==> src/rtl/edp_normalize_sequencer_if.sv <==
// Handshake bundle between the EDP accumulator, the normalizer and the rounding stage.
// The slave modport is the normalizer's view; master is the surrounding source/consumer.
interface edp_normalize_sequencer_if #(
    parameter int DATA_WIDTH = 128,
    parameter int CNT_WIDTH  = $clog2(DATA_WIDTH + 1)
);
    logic                  in_valid;
    logic                  in_ready;
    logic [DATA_WIDTH-1:0] in_data;
    logic                  out_valid;
    logic                  out_ready;
    logic [DATA_WIDTH-1:0] out_data;
    logic [CNT_WIDTH-1:0]  out_lzc;
    logic                  out_zero;

    modport slave (
        input  in_valid, in_data, out_ready,
        output in_ready, out_valid, out_data, out_lzc, out_zero
    );

    modport master (
        output in_valid, in_data, out_ready,
        input  in_ready, out_valid, out_data, out_lzc, out_zero
    );
endinterface

==> src/rtl/edp_normalize_sequencer.sv <==
// Multi-cycle leading-zero normalizer: scans the accumulator word one chunk per cycle from
// the MSB, then shifts the leading one to the MSB and reports the leading-zero count.
module edp_normalize_sequencer #(
    parameter int DATA_WIDTH  = 128,
    parameter int CHUNK_WIDTH = 32,
    parameter int CNT_WIDTH   = $clog2(DATA_WIDTH + 1)
) (
    input logic                      clk,
    input logic                      rst_n,
    edp_normalize_sequencer_if.slave bus
);
    localparam int NUM_CHUNKS = DATA_WIDTH / CHUNK_WIDTH;
    localparam int NUM_PAIRS  = CHUNK_WIDTH / 2;
    localparam int IDX_W      = (NUM_CHUNKS > 1) ? $clog2(NUM_CHUNKS) : 1;
    localparam logic [IDX_W-1:0] LAST_IDX = IDX_W'(NUM_CHUNKS - 1);

    typedef enum logic [1:0] {IDLE, SCAN, SHIFT, DONE} state_t;

    state_t                 state, state_d;
    logic [DATA_WIDTH-1:0]  data;
    logic [CNT_WIDTH-1:0]   lzc;
    logic [IDX_W-1:0]       idx;
    logic [DATA_WIDTH-1:0]  out_data_q;
    logic [CNT_WIDTH-1:0]   out_lzc_q;
    logic                   out_zero_q;

    logic [CHUNK_WIDTH-1:0] chunk;
    logic                   chunk_zero;
    logic [CNT_WIDTH-1:0]   local_cnt;
    logic                   found;
    logic [1:0]             pair;
    logic [1:0]             code;

    // Chunk selection and per-pair leading-zero encoding of the current chunk
    always_comb begin
        chunk     = '0;
        local_cnt = '0;
        found     = 1'b0;
        pair      = '0;
        code      = '0;
        for (int unsigned c = 0; c < NUM_CHUNKS; c++) begin
            if (IDX_W'(c) == idx)
                chunk = data[DATA_WIDTH-1-c*CHUNK_WIDTH -: CHUNK_WIDTH];
        end
        for (int unsigned p = 0; p < NUM_PAIRS; p++) begin
            pair = chunk[CHUNK_WIDTH-1-2*p -: 2];
            if (pair == 2'b00)      code = 2'd2;
            else if (pair == 2'b01) code = 2'd1;
            else                    code = 2'd0;
            if (!found) begin
                local_cnt = local_cnt + CNT_WIDTH'(code);
                if (pair != 2'b00) found = 1'b1;
            end
        end
        chunk_zero = ~|chunk;
    end

    always_ff @(posedge clk or negedge rst_n) begin
        if (!rst_n) state <= IDLE;
        else        state <= state_d;
    end

    always_comb begin
        state_d       = state;
        bus.in_ready  = 1'b0;
        bus.out_valid = 1'b0;
        unique case (state)
            IDLE: begin
                bus.in_ready = 1'b1;
                if (bus.in_valid) state_d = SCAN;
            end
            SCAN: begin
                if (!chunk_zero)          state_d = SHIFT;
                else if (idx == LAST_IDX) state_d = DONE;
            end
            SHIFT: state_d = DONE;
            DONE: begin
                bus.out_valid = 1'b1;
                if (bus.out_ready) state_d = IDLE;
            end
            default: state_d = IDLE;
        endcase
    end

    always_ff @(posedge clk or negedge rst_n) begin
        if (!rst_n) begin
            data       <= '0;
            lzc        <= '0;
            idx        <= '0;
            out_data_q <= '0;
            out_lzc_q  <= '0;
            out_zero_q <= 1'b0;
        end else begin
            unique case (state)
                IDLE: begin
                    if (bus.in_valid) begin
                        data <= bus.in_data;
                        lzc  <= '0;
                        idx  <= '0;
                    end
                end
                SCAN: begin
                    if (!chunk_zero) begin
                        lzc <= lzc + local_cnt;
                    end else if (idx == LAST_IDX) begin
                        lzc        <= CNT_WIDTH'(DATA_WIDTH);
                        out_data_q <= '0;
                        out_lzc_q  <= CNT_WIDTH'(DATA_WIDTH);
                        out_zero_q <= 1'b1;
                    end else begin
                        lzc <= lzc + CNT_WIDTH'(CHUNK_WIDTH);
                        idx <= idx + 1'b1;
                    end
                end
                SHIFT: begin
                    // Result registers are separate from the working word so they hold across IDLE
                    data       <= data << lzc;
                    out_data_q <= data << lzc;
                    out_lzc_q  <= lzc;
                    out_zero_q <= 1'b0;
                end
                default: ;
            endcase
        end
    end

    assign bus.out_data = out_data_q;
    assign bus.out_lzc  = out_lzc_q;
    assign bus.out_zero = out_zero_q;
endmodule

==> src/flat_wrapper.sv <==
// flat-port wrapper written by rule: the top's interface ports become plain ports
module edp_normalize_sequencer_flat 
#(
    parameter int DATA_WIDTH  = 128,
    parameter int CHUNK_WIDTH = 32,
    parameter int CNT_WIDTH   = $clog2(DATA_WIDTH + 1)
)
  (clk, rst_n, bus_in_valid, bus_in_data, bus_out_ready, bus_in_ready, bus_out_valid, bus_out_data, bus_out_lzc, bus_out_zero);
  edp_normalize_sequencer_if #(.DATA_WIDTH(DATA_WIDTH), .CNT_WIDTH(CNT_WIDTH)) bus_i ();
  input logic clk;
  input logic rst_n;
  input wire logic [$bits(bus_i.in_valid)-1:0] bus_in_valid;
  input wire logic [$bits(bus_i.in_data)-1:0] bus_in_data;
  input wire logic [$bits(bus_i.out_ready)-1:0] bus_out_ready;
  output wire logic [$bits(bus_i.in_ready)-1:0] bus_in_ready;
  output wire logic [$bits(bus_i.out_valid)-1:0] bus_out_valid;
  output wire logic [$bits(bus_i.out_data)-1:0] bus_out_data;
  output wire logic [$bits(bus_i.out_lzc)-1:0] bus_out_lzc;
  output wire logic [$bits(bus_i.out_zero)-1:0] bus_out_zero;
  assign bus_i.in_valid = bus_in_valid;
  assign bus_i.in_data = bus_in_data;
  assign bus_i.out_ready = bus_out_ready;
  assign bus_in_ready = bus_i.in_ready;
  assign bus_out_valid = bus_i.out_valid;
  assign bus_out_data = bus_i.out_data;
  assign bus_out_lzc = bus_i.out_lzc;
  assign bus_out_zero = bus_i.out_zero;
  edp_normalize_sequencer #(.DATA_WIDTH(DATA_WIDTH), .CHUNK_WIDTH(CHUNK_WIDTH), .CNT_WIDTH(CNT_WIDTH)) u_core (.clk(clk), .rst_n(rst_n), .bus(bus_i));
endmodule
==> config.mk <==
export PLATFORM = sky130hd
export DESIGN_NAME = edp_normalize_sequencer_flat
export DESIGN_NICKNAME = d
export VERILOG_FILES = /design/src/rtl/edp_normalize_sequencer_if.sv /design/src/rtl/edp_normalize_sequencer.sv /design/src/flat_wrapper.sv
export SDC_FILE = /design/constraint.sdc
export NUM_CORES = 1
export LEC_CHECK = 0
export CORE_MARGIN = 5
export CORE_UTILIZATION = 35
export CTS_BUF_LIST = sky130_fd_sc_hd__clkbuf_8
export CTS_CLUSTER_SIZE = 25
export DETAILED_ROUTE_END_ITERATION = 10
export MAX_ROUTING_LAYER = met4
export PLACE_DENSITY = 0.52
export SYNTH_ARGS = -nofsm -noshare
export SYNTH_HDL_FRONTEND = slang
export SYNTH_SLANG_ARGS = --single-unit
==> constraint.sdc <==
create_clock -name clk -period 29.1 [get_ports clk]
set_input_delay 4.365 -clock clk [delete_from_list [all_inputs] [get_ports clk]]
set_output_delay 4.365 -clock clk [all_outputs]
set_load 0.02 [all_outputs]
After elaboration in Yosys (flattened, before gate mapping)
Cells that the tools add are included.
{"block": "op_classes", "addsub": 18, "n_eq_ne": 29, "shifts": 1, "n_mux": 106, "reduce_logical": 42}
{"op": "one-hot mux 128 bit (2 select lines)", "count": 2}
{"op": "2-to-1 mux 128 bit", "count": 3}
{"op": "2-to-1 mux 8 bit", "count": 20}
{"op": "2-to-1 mux 32 bit", "count": 4}
{"op": "left shift 128 x 8 -> 128 bit", "count": 1}
{"op": "adder 8 x 2 -> 8 bit", "count": 14}
{"op": "2-to-1 mux 1 bit", "count": 49}
{"op": "2-to-1 mux 2 bit", "count": 23}
{"op": "logical NOT 2 bit", "count": 18}
{"op": "nonzero test 2 bit", "count": 18}
{"op": "== test 2 x 1 -> 1 bit, second input constant", "count": 17}
{"op": "one-hot mux 8 bit (2 select lines)", "count": 2}
{"op": "OR reduction 32 bit", "count": 1}
{"op": "adder 8 x 6 -> 8 bit, second input constant", "count": 1}
{"op": "adder 8 bit", "count": 1}
{"op": "inequality test 2 bit, second input constant", "count": 4}
{"op": "one-hot mux 2 bit (4 select lines)", "count": 1}
{"op": "== test 2 bit, second input constant", "count": 3}
{"op": "AND reduction 3 bit", "count": 2}
{"op": "== test 2 bit, first input constant", "count": 2}
{"op": "one-hot mux 2 bit (2 select lines)", "count": 1}
{"op": "AND reduction 2 bit", "count": 2}
{"op": "AND reduction 4 bit", "count": 1}
{"op": "adder 2 x 2 -> 3 bit", "count": 1}
{"op": "other kinds (5)", "count": 5}
{"block": "word_totals", "register_bits": 277, "inputBits": 132, "output_inout_bits": 139, "wordCells": 203}

Logic depth before layout (Yosys ltp)
{"block": "depth", "word_depth": 41, "ltp_mapped": 63, "mapped_depth_nobuf": 60}

Least setup slack after synthesis
No wires, ideal clock.
{"block": "synth_path", "kind": "flip-flop to flip-flop", "from": "reg u_core.idx[1]", "to": "reg u_core.lzc[7]", "setup_time_ns": 0.066, "arrival_ns": 14.692, "required_ns": 29.034, "path_slack_ns": 14.342, "stages_incl_launch_ff": 63, "n_path_buf": 3, "synth_period_minus_slack_ns": 14.758, "cell_sequence": "dfrtp_1 inv_1 ha_1 buf_4 buf_6 buf_6 o211a_1 or2_2 nand2_1 a21oi_1 ha_1 fa_1 nor2_1 nor2_1 fa_1 nand2_1 a31oi_1 fa_1 [... 27 more ...] mux2i_1 fa_1 mux2i_1 inv_1 ha_1 a21oi_1 or3_1 nor3_1 or2_2 xor2_1 ha_1 inv_1 o21bai_1 a21oi_1 xnor2_1 xnor3_1 a221oi_2 a221o_1"}
{"block": "synth_between", "elab_chain_len": 41, "elab_cells_between_ends": 152, "cone_classes": "add/sub: 16; eq/ne: 20; mux: 83; reduce/logical: 33"}
{"item": "from (decl)", "line": "edp_normalize_sequencer.sv:22", "rtl": "logic [IDX_W-1:0] idx;"}
{"item": "from (signal assigned)", "line": "edp_normalize_sequencer.sv:112", "rtl": "idx <= idx + 1'b1;"}
{"item": "logical NOT 2 bit", "line": "edp_normalize_sequencer.sv:42", "rtl": "if (IDX_W'(c) == idx)"}
{"item": "2-to-1 mux 32 bit (4 in a row)", "line": "edp_normalize_sequencer.sv:42"}
{"item": "== test 2 x 1 -> 1 bit", "line": "edp_normalize_sequencer.sv:48", "rtl": "else if (pair == 2'b01) code = 2'd1;"}
{"item": "2-to-1 mux 1 bit", "line": "edp_normalize_sequencer.sv:48"}
{"item": "2-to-1 mux 2 bit", "line": "edp_normalize_sequencer.sv:47", "rtl": "if (pair == 2'b00) code = 2'd2;"}
{"item": "adder 2 x 2 -> 3 bit", "line": "edp_normalize_sequencer.sv:51", "rtl": "local_cnt = local_cnt + CNT_WIDTH'(code);"}
{"item": "2-to-1 mux 8 bit", "line": "edp_normalize_sequencer.sv:50", "rtl": "if (!found) begin"}
{"item": "adder 8 x 2 -> 8 bit", "line": "edp_normalize_sequencer.sv:51"}
{"item": "[... 22 more ...]"}
{"item": "2-to-1 mux 8 bit", "line": "edp_normalize_sequencer.sv:50"}
{"item": "adder 8 x 2 -> 8 bit", "line": "edp_normalize_sequencer.sv:51"}
{"item": "2-to-1 mux 8 bit", "line": "edp_normalize_sequencer.sv:50"}
{"item": "adder 8 x 2 -> 8 bit", "line": "edp_normalize_sequencer.sv:51"}
{"item": "2-to-1 mux 8 bit", "line": "edp_normalize_sequencer.sv:50"}
{"item": "adder 8 bit", "line": "edp_normalize_sequencer.sv:104", "rtl": "lzc <= lzc + local_cnt;"}
{"item": "2-to-1 mux 8 bit (*)", "line": "edp_normalize_sequencer.sv:103", "rtl": "if (!chunk_zero) begin"}
{"item": "one-hot mux 8 bit (2 select lines) (*)", "line": "edp_normalize_sequencer.sv:94", "rtl": "unique case (state)"}
{"item": "to (signal assigned)", "line": "edp_normalize_sequencer.sv:104"}
{"item": "to (signal assigned)", "line": "edp_normalize_sequencer.sv:106", "rtl": "lzc <= CNT_WIDTH'(DATA_WIDTH);"}
{"item": "to (signal assigned)", "line": "edp_normalize_sequencer.sv:111", "rtl": "lzc <= lzc + CNT_WIDTH'(CHUNK_WIDTH);"}
{"item": "to (decl)", "line": "edp_normalize_sequencer.sv:21", "rtl": "logic [CNT_WIDTH-1:0] lzc;"}
Mark *: on every way between the ends. The rest lies on a longest branch, timed or not.
A chain may end at the register's enable or synchronous reset.

Worst setup path in the final report
{"block": "layout_path", "from": "reg u_core.idx[0]", "to": "reg u_core.lzc[7]"}
Same word-level chain as after synthesis.

==> parameters.txt <==
Parameter                              Value

Worst setup path
  Classification of the worst setup path ... reg2reg
  Arrival time of data at the critical path endpoint ... ~17000 ps
  CP Data Required Time ... roughly 30000 ps
  Endpoint of the worst-slack reg-to-reg timing path ... u_core.lzc[7]
  Worst setup EP type ... flip-flop
  Worst-case reg-to-reg path depth ... a little under 60
  Crit-path slowest cell ... sky130_fd_sc_hd__o21ai_2
  Setup crit start kind ... flip-flop
  Cell seen most often among critical-path stages ... sky130_fd_sc_hd__fa_1
  Reg2Reg Launch Point ... u_core.idx[0]
  Register-to-register setup slack ... 12310 ps
  Crit path max fanout ... 42
  Highest cell delay on the worst timing path ... ~650 ps
  Crit path to ... u_core.lzc[7]
  Launch point of the worst path ... u_core.idx[0]

Drt
  Number of vias in the routed layout ... 24800
  Post-detailed-route wirelength per cell ... between 30 and 40 microns
  Drc violations ... 0
  Final ANT Viol Nets ... 0
  DR vias/cell ... 6.16
  Count of routing violations after the opening detailed-route iteration ... about 2800
  Number of detailed-routing iterations run before antenna repair ... 8
  Routed Wire Length ... ~130000 microns

Layout
  Post-layout util ... 41.9%
  Leading cell type in the layout, fill and taps excluded ... sky130_fd_sc_hd__nand2_1
  Top library cells by usage in the layout, fill and taps aside ... sky130_fd_sc_hd__nand2_1, sky130_fd_sc_hd__nor2_1, sky130_fd_sc_hd__a21oi_1, sky130_fd_sc_hd__dfrtp_1, sky130_fd_sc_hd__clkdlybuf4s50_1
  Layout overhead on the synthesized area ... 18.5%
  Ratio of cells with drive above 1 in the final layout ... ~14%
  Net count of the finished layout ... about 3200

Timing
  Hold Vio Cnt, Final ... 0
  Pin slew with the least headroom to its limit ... 1440 ps
  Max frequency ... roughly 0.060 GHz
  Min Clock Period, post-route ... approximately 17000 ps
  Sum of negative setup slack ... 0 ps
  Setup repair after global routing missed its margin ... no
  Final max-slew violation count ... 0
  Max transition margin ... between 2 and 3%
  Worst-case setup margin in the final layout ... ~12000 ps
  Max Clock Skew ... between 70 and 80 ps
  Count of final setup violators ... 0
  Hold WS ... 481 ps
  Final Cycle Share ... between 50% and 60%

Synth
  Top_reg_cell synth ... sky130_fd_sc_hd__dfrtp_1
  Number of flip-flops and latches in the synthesized netlist ... approximately 280
  Number of enable-type register cells in the synthesized netlist ... 0
  Share of flip-flops with an asynchronous set or reset ... 100%
  Synthesized area per cell ... 8.38 sq um
  Yosys warning count ... 0
  Post-synthesis instance area ... 24300 sq um
  Post-synthesis cell count ... between 2000 and 3000
  Syn nets ... around 3100
  Sequential share of the synthesized area ... around 29%
  Unique masters post-synth ... between 90 and 100

Clock network
  CTS Root Cell ... sky130_fd_sc_hd__clkbuf_8
  Clock insertion delay at the later pin of the skew report ... between 700 and 800 ps
  Deepest level of the CTS H-tree ... 2
  CTS Hold Buffers Added ... 0
  Clock buffer count from CTS ... around 50
  Number of gates resized after cts ... 0
  Number of buffers added for setup after CTS ... 0
  Maximum clock insertion buffer count ... 3
  TritonCTS clock tree ... yes
  Number of sinks on the clock net ... between 200 and 300
  Post-CTS clock slew at the launch and capture registers of the worst setup and hold paths ... around 60 ps

Die
  Total Die Area ... 74700 sq um
  Starting density of the core ... a little over a third
  # rows ... 96
  X dimension of the die ... about 270 microns
  I/O pin total ... 271
  Chip height ... around 270 microns
  Placeable core area ... 68700 sq um

Job
  Number of maximum-capacitance constraint violations ... 0

Worst hold path
  Type of the worst min-delay path ... reg2reg

Placed design
  HPWL Detailed ... between 100000 and 150000 microns
  # port buffers ... 270
  Worst setup slack before clock tree synthesis ... ~12000 ps
  RD Place Congestion ... around 1.1

Global routing
  Antenna violations before repair ... 6
  Gr usage total ... 34.4%
  Largest net degree at the start of global routing ... 110
  Vias in the first global route ... between 20000 and 25000
  GR Overflow Total ... 0
  Wire length of the first global-routing pass ... 182000 microns

Run status
  Run status ... completed
Yosys cell counts (6+ instances only):
master / count / share of area [%]
sky130_fd_sc_hd__or3_1: 12 / 0.31
sky130_fd_sc_hd__a31oi_1: 43 / 1.1
sky130_fd_sc_hd__nand2b_1: 16 / 0.41
sky130_fd_sc_hd__o21ai_0: 208 / 4.3
sky130_fd_sc_hd__mux2_2: 134 / 6.2
sky130_fd_sc_hd__nand2_1: 524 / 8.1
sky130_fd_sc_hd__buf_2: 8 / 0.16
sky130_fd_sc_hd__xnor2_1: 27 / 0.97
sky130_fd_sc_hd__nor2b_1: 21 / 0.54
sky130_fd_sc_hd__and3b_1: 13 / 0.47
sky130_fd_sc_hd__xor2_1: 11 / 0.40
sky130_fd_sc_hd__and2_1: 15 / 0.39
sky130_fd_sc_hd__or2_2: 6 / 0.15
sky130_fd_sc_hd__a21oi_1: 284 / 5.9
sky130_fd_sc_hd__a211oi_1: 21 / 0.65
sky130_fd_sc_hd__nor4_1: 9 / 0.23
sky130_fd_sc_hd__mux2i_1: 143 / 5.9
sky130_fd_sc_hd__fa_1: 15 / 1.2
sky130_fd_sc_hd__o22ai_1: 41 / 1.1
sky130_fd_sc_hd__inv_1: 49 / 0.76
sky130_fd_sc_hd__clkbuf_1: 166 / 2.6
sky130_fd_sc_hd__dfrtp_1: 277 / 29
sky130_fd_sc_hd__a21o_1: 6 / 0.19
sky130_fd_sc_hd__o31ai_1: 26 / 0.80
sky130_fd_sc_hd__nand3_1: 31 / 0.64
sky130_fd_sc_hd__ha_1: 44 / 2.3
sky130_fd_sc_hd__o22a_1: 70 / 2.5
sky130_fd_sc_hd__nor3_1: 29 / 0.60
sky130_fd_sc_hd__o211ai_1: 6 / 0.19
sky130_fd_sc_hd__mux4_2: 108 / 10
sky130_fd_sc_hd__nand3b_1: 9 / 0.28
sky130_fd_sc_hd__buf_1: 47 / 0.73
sky130_fd_sc_hd__nand4_1: 8 / 0.21
sky130_fd_sc_hd__o21a_1: 56 / 1.7
sky130_fd_sc_hd__nor2_1: 296 / 4.6
cells by family (layout without fill, tap and decap cells):
| logic type | Yosys count | in the layout | synth area share, % |
|---|---|---|---|
| buffers and inverters | 281 | 464 | 4.57 |
| multiplexers | 386 | 386 | 22.2 |
| XOR/XNOR | 48 | 48 | 2.18 |
| other | 0 | 7 | 0 |
| AND/OR/NAND/NOR | 1022 | 1022 | 18.1 |
| flip-flops | 277 | 277 | 28.6 |
| adder cells (fa/ha/maj) | 59 | 59 | 3.51 |
| AO/OA/AOI/OAI | 825 | 825 | 20.9 |
flip-flops by register name, indices dropped and copies added, names as in the netlist:
name and cells:
u_core.data 128, u_core.bus.out_lzc 8, u_core.bus.out_data 128, u_core.bus.out_zero 1, u_core.idx 2, u_core.state 2, u_core.lzc 8
how the worst min path moves through the flow:
stage / end / slack (ps) / startpoint / cells after the start
floorplan: u_core.data[114] / 520 / u_core.data[114] / 2
global placement: u_core.bus.out_data[109] / 470 / u_core.bus.out_data[109] / 2
detailed placement: u_core.bus.out_data[45] / 470 / u_core.bus.out_data[45] / 2
CTS: u_core.bus.out_data[45] / 480 / u_core.bus.out_data[45] / 2
global route: u_core.bus.out_data[59] / 510 / u_core.bus.out_data[59] / 2
finish: u_core.bus.out_data[45] / 480 / u_core.bus.out_data[45] / 2
layer usage:
metal | GRT usage [%] | vias up | share of wire, %
met3 | 7.48 | 252 | 8.8
met4 | 11.6 | 0 | 4.4
met2 | 52.6 | 1247 | 45
li1 | - | 10800 | -
met1 | 45.5 | 12500 | 42
met5 | - | - | 0
critical path, delay by kind of cell (launching register included):
| kind | cells | cell delay [ps] |
|---|---|---|
| simple gates | 11 | 2010 |
| fa+ha+maj | 16 | 7200 |
| flops | 1 | 420 |
| compound gates | 13 | 3470 |
| mux | 7 | 1570 |
| buf+inv | 9 | 1330 |
| xor+xnor | 3 | 720 |
metrics by stage:
stage | cells | cell area, sq um
global route | 4017 | 28800
finish | 4019 | 28800
global placement | 3919 | 27700
detailed placement | 3919 | 27700
CTS | 4012 | 28700
floorplan | 2898 | 24300
final cells by class:
cell class / instances / area [sq um]
Timing Repair Buffer: 318 / 3070
Tap cell: 931 / 1160
Antenna cell: 7 / 17.5
Multi-Input combinational cell: 2340 / 16300
Clock inverter: 28 / 186
Clock buffer: 65 / 895
Inverter: 53 / 201
Sequential cell: 277 / 6950
Fill cell: 7017 / 39900
Power is left out: the tool's default activity adds up to more than one toggle a clock period on the data nets, which glitch-free logic cannot reach.
